## config.mk

```make
export PLATFORM = sky130hd
export DESIGN_NAME = i2c_cfg_responder
export DESIGN_NICKNAME = d
export VERILOG_FILES = /design/src/rtl/i2c_pkg.sv /design/src/rtl/i2c_line_filter.sv /design/src/rtl/i2c_cfg_responder.sv
export SDC_FILE = /design/constraint.sdc
export NUM_CORES = 2
export LEC_CHECK = 0
export BUFFER_PORTS_ARGS = -buffer_cell sky130_fd_sc_hd__buf_2
export CAP_MARGIN = 20
export CELL_PAD_IN_SITES_DETAIL_PLACEMENT = 2
export CELL_PAD_IN_SITES_GLOBAL_PLACEMENT = 2
export CORE_ASPECT_RATIO = 1.4
export CORE_MARGIN = 2
export CORE_UTILIZATION = 30
export CTS_CLUSTER_SIZE = 25
export DETAILED_ROUTE_END_ITERATION = 10
export PLACE_DENSITY_LB_ADDON = 0.1
export RECOVER_POWER = 50
export SLEW_MARGIN = 20
export SYNTH_ARGS = -nofsm -noshare
export SYNTH_HDL_FRONTEND = slang
export SYNTH_SLANG_ARGS = --single-unit
```

## constraint.sdc

```tcl
create_clock -name clk -period 3.2 [get_ports clk]
set_clock_uncertainty 0.2 [all_clocks]
set_input_delay 0.16 -clock clk [delete_from_list [all_inputs] [get_ports clk]]
set_output_delay 0.16 -clock clk [all_outputs]
set_load 0.05 [all_outputs]
```

## src/rtl/i2c_pkg.sv

```systemverilog
// Shared definitions for the I2C configuration link: FSM state encoding,
// byte-phase encoding, default target address and filter limits.
package i2c_pkg;

  // Target address shared with the DVI configuration master.
  localparam logic [6:0]  DEV_ADDR_DEFAULT = 7'h76;

  // Glitch filter length limits; the counter is sized for the maximum.
  localparam int unsigned FILT_MAX   = 7;
  localparam int unsigned FILT_CNT_W = 3;

  localparam int unsigned BYTE_W = 8;
  localparam int unsigned BIT_CNT_W = 3;

  typedef enum logic [2:0] {
    ST_IDLE,
    ST_ADDR,
    ST_ADDR_ACK,
    ST_PTR,
    ST_WR_DATA,
    ST_RD_DATA,
    ST_IGNORE
  } state_e;

  // Position within a byte: shifting bits, byte complete (ACK due on the
  // next SCL fall), inside the ACK clock, or waiting to load the next
  // read byte on the next SCL fall.
  typedef enum logic [1:0] {
    PH_BITS,
    PH_DONE,
    PH_ACK,
    PH_LOAD
  } phase_e;

endpackage

```

## src/rtl/i2c_line_filter.sv

```systemverilog
// Oversampled input conditioning for one I2C line.
// Ports:
//   clk, rst_n : system clock, synchronous active-low reset
//   raw        : asynchronous pad level
//   lvl        : synchronized, glitch-filtered level (reset value 1)
//   rise_c     : combinational one-cycle pulse on a filtered 0->1 change
//   fall_c     : combinational one-cycle pulse on a filtered 1->0 change
module i2c_line_filter
  import i2c_pkg::*;
#(
  parameter int unsigned FILT = 3
) (
  input  logic clk,
  input  logic rst_n,
  input  logic raw,
  output logic lvl,
  output logic rise_c,
  output logic fall_c
);

  logic                  sync1_q, sync2_q;
  logic                  lvl_q, lvl_d;
  logic                  prev_q;
  logic [FILT_CNT_W-1:0] cnt_q, cnt_d;

  // Count consecutive samples that disagree with the filtered level; the
  // level flips on the FILT-th one, any agreeing sample restarts the count.
  always_comb begin
    lvl_d = lvl_q;
    cnt_d = '0;
    if (sync2_q != lvl_q) begin
      if (cnt_q == FILT_CNT_W'(FILT - 1)) begin
        lvl_d = sync2_q;
      end else begin
        cnt_d = cnt_q + FILT_CNT_W'(1);
      end
    end
  end

  always_ff @(posedge clk) begin
    if (!rst_n) begin
      sync1_q <= 1'b1;
      sync2_q <= 1'b1;
      lvl_q   <= 1'b1;
      prev_q  <= 1'b1;
      cnt_q   <= '0;
    end else begin
      sync1_q <= raw;
      sync2_q <= sync1_q;
      lvl_q   <= lvl_d;
      prev_q  <= lvl_q;
      cnt_q   <= cnt_d;
    end
  end

  assign lvl    = lvl_q;
  assign rise_c = lvl_q & ~prev_q;
  assign fall_c = ~lvl_q & prev_q;

endmodule

```

## src/rtl/i2c_cfg_responder.sv

```systemverilog
// I2C target holding a byte-wide register bank with an auto-incrementing
// register pointer. Everything runs in the clk domain; SCL/SDA are
// oversampled through i2c_line_filter.
// Ports:
//   clk, rst_n : system clock, synchronous active-low reset
//   scl_in     : raw SCL from the pad
//   sda_in     : raw SDA from the pad
//   sda_oe     : 1 pulls SDA low (open drain)
//   wr_stb     : one-cycle pulse per data byte written
//   wr_addr    : register index of the written byte
//   wr_data    : value of the written byte
//   dbg_addr   : debug read address
//   dbg_data   : bank[dbg_addr], combinational
//   busy       : high from START to STOP on the bus
module i2c_cfg_responder
  import i2c_pkg::*;
#(
  parameter logic [6:0]  DEV_ADDR = DEV_ADDR_DEFAULT,
  parameter int unsigned PTR_W    = 6,
  parameter int unsigned FILT     = 3
) (
  input  logic             clk,
  input  logic             rst_n,
  input  logic             scl_in,
  input  logic             sda_in,
  output logic             sda_oe,
  output logic             wr_stb,
  output logic [PTR_W-1:0] wr_addr,
  output logic [7:0]       wr_data,
  input  logic [PTR_W-1:0] dbg_addr,
  output logic [7:0]       dbg_data,
  output logic             busy
);

  localparam int unsigned DEPTH = 2 ** PTR_W;

  logic scl_lvl, scl_rise, scl_fall;
  logic sda_lvl, sda_rise, sda_fall;
  logic start_c, stop_c;

  state_e               state_q, state_d;
  phase_e               ph_q, ph_d;
  logic [BIT_CNT_W-1:0] bit_cnt_q, bit_cnt_d;
  logic [BYTE_W-1:0]    shift_q, shift_d;
  logic [PTR_W-1:0]     ptr_q, ptr_d;
  logic                 rw_q, rw_d;
  logic                 sda_oe_q, sda_oe_d;
  logic                 wr_stb_q, wr_stb_d;
  logic [PTR_W-1:0]     wr_addr_q, wr_addr_d;
  logic [BYTE_W-1:0]    wr_data_q, wr_data_d;
  logic                 busy_q, busy_d;
  logic [BYTE_W-1:0]    bank_q [DEPTH];
  logic [BYTE_W-1:0]    bank_d [DEPTH];

  logic [BYTE_W-1:0]    rx_byte_c;
  logic [BYTE_W-1:0]    rd_byte_c;
  logic                 last_bit_c;

  i2c_line_filter #(.FILT(FILT)) u_scl_filt (
    .clk    (clk),
    .rst_n  (rst_n),
    .raw    (scl_in),
    .lvl    (scl_lvl),
    .rise_c (scl_rise),
    .fall_c (scl_fall)
  );

  i2c_line_filter #(.FILT(FILT)) u_sda_filt (
    .clk    (clk),
    .rst_n  (rst_n),
    .raw    (sda_in),
    .lvl    (sda_lvl),
    .rise_c (sda_rise),
    .fall_c (sda_fall)
  );

  // Bus conditions: SDA moving while SCL is high.
  assign start_c    = sda_fall & scl_lvl;
  assign stop_c     = sda_rise & scl_lvl;

  // Byte as it will be once the current sampled bit is shifted in.
  assign rx_byte_c  = {shift_q[BYTE_W-2:0], sda_lvl};
  assign rd_byte_c  = bank_q[ptr_q];
  assign last_bit_c = (bit_cnt_q == BIT_CNT_W'(7));

  // Next-state and output logic.
  always_comb begin
    state_d   = state_q;
    ph_d      = ph_q;
    bit_cnt_d = bit_cnt_q;
    shift_d   = shift_q;
    ptr_d     = ptr_q;
    rw_d      = rw_q;
    sda_oe_d  = sda_oe_q;
    wr_stb_d  = 1'b0;
    wr_addr_d = wr_addr_q;
    wr_data_d = wr_data_q;
    busy_d    = busy_q;
    bank_d    = bank_q;

    if (start_c) begin
      state_d   = ST_ADDR;
      ph_d      = PH_BITS;
      bit_cnt_d = '0;
      sda_oe_d  = 1'b0;
      busy_d    = 1'b1;
    end else if (stop_c) begin
      state_d   = ST_IDLE;
      ph_d      = PH_BITS;
      bit_cnt_d = '0;
      sda_oe_d  = 1'b0;
      busy_d    = 1'b0;
    end else begin
      case (state_q)
        ST_ADDR: begin
          if (scl_rise && ph_q == PH_BITS) begin
            shift_d   = rx_byte_c;
            bit_cnt_d = bit_cnt_q + BIT_CNT_W'(1);
            if (last_bit_c) begin
              bit_cnt_d = '0;
              if (rx_byte_c[7:1] == DEV_ADDR) begin
                rw_d = rx_byte_c[0];
                ph_d = PH_DONE;
              end else begin
                state_d = ST_IGNORE;
              end
            end
          end else if (scl_fall && ph_q == PH_DONE) begin
            sda_oe_d = 1'b1;
            state_d  = ST_ADDR_ACK;
            ph_d     = PH_ACK;
          end
        end

        // The fall ending the ACK clock either releases SDA or puts the
        // first read bit on the line.
        ST_ADDR_ACK: begin
          if (scl_fall) begin
            bit_cnt_d = '0;
            ph_d      = PH_BITS;
            if (rw_q) begin
              state_d  = ST_RD_DATA;
              shift_d  = rd_byte_c;
              sda_oe_d = ~rd_byte_c[7];
            end else begin
              state_d  = ST_PTR;
              sda_oe_d = 1'b0;
            end
          end
        end

        // Pointer and write bytes share the shift/ACK sequence.
        ST_PTR, ST_WR_DATA: begin
          case (ph_q)
            PH_BITS: begin
              if (scl_rise) begin
                shift_d   = rx_byte_c;
                bit_cnt_d = bit_cnt_q + BIT_CNT_W'(1);
                if (last_bit_c) begin
                  bit_cnt_d = '0;
                  ph_d      = PH_DONE;
                  if (state_q == ST_PTR) begin
                    ptr_d = rx_byte_c[PTR_W-1:0];
                  end else begin
                    wr_stb_d      = 1'b1;
                    wr_addr_d     = ptr_q;
                    wr_data_d     = rx_byte_c;
                    bank_d[ptr_q] = rx_byte_c;
                    ptr_d         = ptr_q + PTR_W'(1);
                  end
                end
              end
            end
            PH_DONE: begin
              if (scl_fall) begin
                sda_oe_d = 1'b1;
                ph_d     = PH_ACK;
              end
            end
            PH_ACK: begin
              if (scl_fall) begin
                sda_oe_d = 1'b0;
                state_d  = ST_WR_DATA;
                ph_d     = PH_BITS;
              end
            end
            default: ph_d = PH_BITS;
          endcase
        end

        ST_RD_DATA: begin
          case (ph_q)
            PH_BITS: begin
              if (scl_rise) begin
                bit_cnt_d = bit_cnt_q + BIT_CNT_W'(1);
                if (last_bit_c) begin
                  bit_cnt_d = '0;
                  ph_d      = PH_DONE;
                end
              end else if (scl_fall) begin
                shift_d  = {shift_q[BYTE_W-2:0], 1'b0};
                sda_oe_d = ~shift_q[BYTE_W-2];
              end
            end
            // Release SDA so the master can drive its ACK/NACK.
            PH_DONE: begin
              if (scl_fall) begin
                sda_oe_d = 1'b0;
                ph_d     = PH_ACK;
              end
            end
            PH_ACK: begin
              if (scl_rise) begin
                if (!sda_lvl) begin
                  ptr_d = ptr_q + PTR_W'(1);
                  ph_d  = PH_LOAD;
                end else begin
                  state_d = ST_IGNORE;
                  ph_d    = PH_BITS;
                end
              end
            end
            PH_LOAD: begin
              if (scl_fall) begin
                shift_d   = rd_byte_c;
                sda_oe_d  = ~rd_byte_c[7];
                bit_cnt_d = '0;
                ph_d      = PH_BITS;
              end
            end
            default: ph_d = PH_BITS;
          endcase
        end

        ST_IDLE, ST_IGNORE: sda_oe_d = 1'b0;

        default: begin
          state_d  = ST_IDLE;
          sda_oe_d = 1'b0;
        end
      endcase
    end
  end

  always_ff @(posedge clk) begin
    if (!rst_n) begin
      state_q   <= ST_IDLE;
      ph_q      <= PH_BITS;
      bit_cnt_q <= '0;
      shift_q   <= '0;
      ptr_q     <= '0;
      rw_q      <= 1'b0;
      sda_oe_q  <= 1'b0;
      wr_stb_q  <= 1'b0;
      wr_addr_q <= '0;
      wr_data_q <= '0;
      busy_q    <= 1'b0;
      bank_q    <= '{default: 8'h00};
    end else begin
      state_q   <= state_d;
      ph_q      <= ph_d;
      bit_cnt_q <= bit_cnt_d;
      shift_q   <= shift_d;
      ptr_q     <= ptr_d;
      rw_q      <= rw_d;
      sda_oe_q  <= sda_oe_d;
      wr_stb_q  <= wr_stb_d;
      wr_addr_q <= wr_addr_d;
      wr_data_q <= wr_data_d;
      busy_q    <= busy_d;
      bank_q    <= bank_d;
    end
  end

  assign sda_oe   = sda_oe_q;
  assign wr_stb   = wr_stb_q;
  assign wr_addr  = wr_addr_q;
  assign wr_data  = wr_data_q;
  assign busy     = busy_q;
  assign dbg_data = bank_q[dbg_addr];

endmodule

```

Word-level counts from Yosys, hierarchy flattened
Index checks and enable logic that the tools add are counted.
- register bits: 565
- input bits: 10
- output and inout bits: 25
- logic and storage cells: 270
- $add $sub $neg: 4
- order comparisons: 3
- equal/unequal tests: 51
- mux-type cells: 76
- bitwise gates (word level): 25
- reductions and logical operators: 25
- operator list (operator ; number):
    bitwise mux 512 bit ; 1
    binary-select mux 8 bit (select 6 bit) ; 2
    two-way mux 7 bit ; 8
    demux 8 bit (select 6 bit) ; 1
    two-way mux 3 bit ; 16
    two-way mux 6 bit ; 7
    two-way mux 8 bit ; 5
    != test 3 bit, second input constant ; 12
    one-hot mux 7 bit (4 select lines) ; 1
    != test 2 bit, second input constant ; 12
    two-way mux 2 bit ; 10
    != test 4 bit, second input constant ; 5
    AND reduction 10 bit ; 2
    AND reduction 9 bit ; 2
    inverter 1 bit ; 17
    one-hot mux 2 bit (4 select lines) ; 2
    != test 5 bit, second input constant ; 3
    one-hot mux 3 bit (5 select lines) ; 1
    >= comparator 7 bit, second input constant ; 2
    two-way mux 1 bit ; 14
    inverter 6 -> 7 bit ; 2
    one-hot mux 7 bit (2 select lines) ; 1
    == test 3 x 2 -> 1 bit, second input constant ; 4
    == test 3 bit, second input constant ; 4
    other kinds (32) ; 50

Logic depth before layout (Yosys ltp)
- word-level depth: 8
- mapped depth: 12
- depth with buffers taken out: 8

By module
From an unflattened synthesis, not the netlist that was laid out.
- cells, all modules: 3315
- area, all modules: 30090.1 µm²
- by module, submodules not included (module ; times used ; cells an instance ; area an instance (µm²) ; seq. area each (µm²)):
    i2c_cfg_responder ; 1 ; 3263 ; 29539.6 ; 11030.6
    i2c_line_filter (u_scl_filt) ; 1 ; 26 ; 276.5 ; 140.1
    i2c_line_filter (u_sda_filt) ; 1 ; 26 ; 274.0 ; 140.1

Least setup slack after synthesis
No wires, ideal clock.
- path kind: input to output
- from: input port dbg_addr[0]
- to: output port dbg_data[6]
- data arrival time: 2.348 ns
- required time: 2.840 ns
- path slack: 0.492 ns
- stages on the path: 6
- path buffers: 2
- cell sequence: clkbuf_1 -> buf_1 -> mux4_2 -> mux4_2 -> o22ai_1 -> nor2_1
- cells in the longest elaborated chain, start to end: 4
- RTL lines (element ; line ; source):
    start, declared ; i2c_cfg_responder.sv:30 ; input logic [PTR_W-1:0] dbg_addr,
    inverter 6 -> 7 bit (implied by the code) ; i2c_cfg_responder.sv:280 ; assign dbg_data = bank_q[dbg_addr];
    binary-select mux 8 bit (select 6 bit) ; i2c_cfg_responder.sv:280 ;
    two-way mux 8 bit (implied by the code) (2 in series) ; i2c_cfg_responder.sv:280 ;
    end, declared ; i2c_cfg_responder.sv:31 ; output logic [7:0] dbg_data,
Every way passes these cells. The select of a mux whose other input is x is not followed.

Final worst setup path
- from: register bank_q[353] (netlist name)
- to: output port dbg_data[1]
- cells in the longest elaborated chain, start to end: 3
- RTL lines (element ; line ; source):
    start, declared ; i2c_cfg_responder.sv:52 ; logic [BYTE_W-1:0] bank_q [DEPTH];
    start signal, assigned ; i2c_cfg_responder.sv:271 ; bank_q <= bank_d;
    binary-select mux 8 bit (select 6 bit) ; i2c_cfg_responder.sv:280 ;
    two-way mux 8 bit (implied by the code) (2 in series) ; i2c_cfg_responder.sv:280 ;
Every way passes these cells. The select of a mux whose other input is x is not followed.

==> flow_results.org <==
** Yosys
- Number of distinct standard cells referenced by the synthesized netlist :: 75
- Ys flop type :: sky130_fd_sc_hd__dfxtp_1
- Of the post-synthesis cell area, the dominant cell type holds 38.0%.
- The synthesized design contains 565 register bits.
- Top-count cell post-synth :: sky130_fd_sc_hd__dfxtp_1
- Yosys attributes the largest share of cell area to sky130_fd_sc_hd__dfxtp_1 (38%), sky130_fd_sc_hd__mux4_2 (15%), sky130_fd_sc_hd__a21oi_1 (7.7%), sky130_fd_sc_hd__mux2i_1 (6.6%), sky130_fd_sc_hd__nand2_1 (5.9%).
- Synthesis produced a netlist whose cell count is approximately 3,300.
- Yosys printed 0 warnings.
- Sequential-to-total area share from yosys stat :: 38.0%
- In this run the cell area of the synthesized design comes to roughly 30,000 sq um.
- Mapped Avg Cell Area :: ~8.9 sq um
- After synthesis, the share of flip-flops with an asynchronous set or reset is 0%.
- Most common library cells after synthesis :: sky130_fd_sc_hd__dfxtp_1 (565), sky130_fd_sc_hd__nand2_1 (464), sky130_fd_sc_hd__a21oi_1 (458)
- Post-synth EDFFs :: 0
- Number of nets in the synthesized netlist :: around 3,400
- The synthesized netlist devotes 0.0883% of its cell area to XOR and XNOR gates.
- Area fraction in compound gates after synthesis :: 16.2%
- Adder-cell share of the synthesized area :: less than 1%
- Library cell with the largest summed area after synthesis :: sky130_fd_sc_hd__dfxtp_1
- Mux contribution to synthesized area :: between 20% and 30%
- Of the total synthesized cell area, the portion taken by AND, OR, NAND and NOR gates is between 10% and 20%.
- Main combinational cell family by area after synthesis :: multiplexers

** Final layout
- Fraction of layout instances using a drive strength above 1 :: between 20% and 30%
- Synthesis-to-finish area growth :: 17.9%
- Final nets :: roughly 3,400

** Floorplan
- During I/O placement, the number of pins put on the boundary was 35.
- Horiz. Die Dim :: around 270 um
- In this run the vertical extent of the chip is 377 um.
- Std-Cell Rows :: approximately 140
- The core region is 98,400 sq um.
- Once the floorplan was initialized, standard cells occupied between 30% and 40% of the core.
- Die area :: a little over 100,000 sq um

** GRT
- Total grt overflow :: 0
- The number of global-route vias before repair came to roughly 31,000.
- Initial antenna violation count :: 4
- Pin count of the biggest net entering global routing :: 90
- Global routing used just over 30% of the available tracks across all layers.
- The first global-routing pass estimated around 230 mm of wire.

** Clock tree
- Number of clock sinks :: 565
- Number of H-tree branching levels :: 3
- The clock reaches the later pin of the worst-skew pair after between 600 and 700 ps.
- Clock-pin slew was measured on the worst setup and hold paths at around 60 ps.
- Root Buffer :: sky130_fd_sc_hd__clkbuf_16
- TritonCTS built the clock tree.
- Worst-case clock buffer depth :: 3
- Number of clock buffers inserted by TritonCTS :: 67

** STA
- Final setup vio count :: 0
- Measured against its own limit, the worst slew margin works out to between 15 and 20%.
- Hold timing on the final database bottoms out at a slack of about 220 ps.
- The hold violation count in the final report is 0.
- Setup repair after global routing left no endpoint under its margin.
- Final period utilization :: between 90% and 100%
- Pin slew with the least headroom to its limit :: ~1200 ps
- The clock period could shrink to between 3000 and 4000 ps.
- Count of pins over their slew limit :: 0
- Max Clk Rate :: around 310 MHz

** Worst setup path
- The setup check on the worst reg-to-reg path leaves a slack of 100 ps.
- Tracing the worst setup path back leads to its startpoint at bank_q[353].
- For the worst setup path, the data required time is 2840 ps.
- Measured in cells, the most critical reg-to-reg path has a length of 7.
- Worst Path Arrival :: 2820 ps
- CP endpoint kind :: output pin
- The setup path with the least slack is of type reg -> out.
- Crit path cell chain :: mux4_2 -> mux4_2 -> o22ai_1 -> buf_4 -> nor2_1 -> buf_4
- FF-to-FF End :: shift_q[5]
- CP startpoint kind :: register
- Crit path buf inv count :: 2
- Endpoint of the worst setup timing path :: dbg_data[1]
- Slowest library cell on the worst path :: sky130_fd_sc_hd__mux4_2
- Number of stages on the worst setup path :: 6
- Largest stage delay on the critical path :: between 500 and 600 ps
- Maximum fanout along the worst path :: 3
- FF-to-FF Start :: ptr_q[1]
- The cell family contributing the most delay on the critical path is multiplexers.

** Placed design
- Final estimated routing congestion in global placement :: between 0.8 and 0.9
- In this run the tool buffered the top-level ports with 34 buffer cells.
- Summed over all nets, the half-perimeter wirelength after detailed placement is between 100 and 150 mm.

** Power
- The design draws between 15 and 20 mW.
- Across the VDD grid, the largest voltage drop is ~0.35 mV.
- Dividing total power by cell area gives a power density of 441 nW/um^2.
- Cell leakage power :: between 10 and 15 nW

** Worst hold path
- The tightest min-delay check is of the reg -> reg type.

** Drt
- Dividing the detail-routed wire length by the instance count gives around 33 um.
- Aggregate routed wire length :: ~160 mm
- The first detailed-routing pass took 8 iterations.
- Once detail routing completed, the nets flagged for antenna violations numbered 0.
- Average vias per placed instance :: just over 6
- The routed layout has 28,700 vias.
- DRC violation count after routing :: 0
- For this block, the initial DRC count from the detailed router was approximately 2,300.

** Status
- The run finished with clean final reports.

** Flow run
- Across the run, the number of max-cap violations was 0.
registers in the layout, indices dropped and copies added, names as in the netlist, 2 cells and up:
register and count:
bit_cnt_q 3, ptr_q 6, wr_addr 6, bank_q 512, state_q 3, u_sda_filt.cnt_q 3, ph_q 2, wr_data 8
u_scl_filt.cnt_q 3, shift_q 7
layout make-up:
cell class	instances	area, sq um
diodes	1	2.50
clock buffers	105	2020
clock inverters	17	148
fillers	10900	63300
inverters	16	67.6
multi-input cells	2412	17100
flip-flops and latches	565	11300
well taps	1311	1640
repair buffers	323	2760
placed cells by master, fill, tap and decap left out, drive strengths merged, types with 14 or more instances in the layout:
cell type	instances
a21oi	458
mux4	202
nand3	286
clkinv	14
o22ai	45
a221oi	49
nand2	473
nor3	41
nor2	240
buf	272
dfxtp	565
nand2b	21
o21ai	131
clkbuf	151
mux2i	196
a22oi	41
inv	18
mux2	32
stage by stage:
step	cells	setup TNS [ps]	area (sq um)	util, %	setup WS (ps)
global placement	4621	-311	32900	33.4	-183
global route	4749	0	35100	35.7	2.50
CTS	4749	0	35200	35.8	8.10
finish	4750	0	35100	35.7	15.9
floorplan	3337	0	29800	-	492
detailed placement	4621	-414	32900	33.4	-217
worst min-delay path by stage:
stage                       startpoint                 end  slack (ps)  cells past startpoint
detailed placement              sda_in  u_sda_filt.sync1_q         170                      2
floorplan                       scl_in  u_scl_filt.sync1_q          60                      1
global placement                sda_in  u_sda_filt.sync1_q         140                      2
CTS                              rst_n   u_scl_filt.prev_q         170                      3
global route        u_scl_filt.sync1_q  u_scl_filt.sync2_q         250                      1
finish              u_scl_filt.sync1_q  u_scl_filt.sync2_q         220                      1
power by group:
group	leakage [nW]	total, mW	switching (mW)	internal (mW)
sequential	4.56	7.03	0.00216	7.03
clock	1.07	7.89	3.44	4.44
combinational	6.07	0.545	0.372	0.173
cell families after synthesis:
| logic type | Yosys count |
|---|---|
| mux | 430 |
| simple gates | 1138 |
| xor+xnor | 3 |
| fa+ha+maj | 14 |
| flops | 565 |
| buf+inv | 360 |
| compound gates | 827 |
per-layer routing:
metal	track usage, %	wire [um]	vias up
met2	53.8	78500	842
li1	-	-	12300
met1	35.5	61800	15200
met3	4.13	7340	322
met4	16.0	8640	2
met5	0	13	-
what timing repair did:
action | in CTS | in global routing
gates resized for setup | 12 | 7
hold buffers | 5 | 0
endpoints found under the setup margin | 12 | 44
pin swaps | 0 | 2
setup buffers | 1 | 0
endpoints found under the hold margin | 19 | 0
Note: power is estimated with default switching activity, not from simulation.
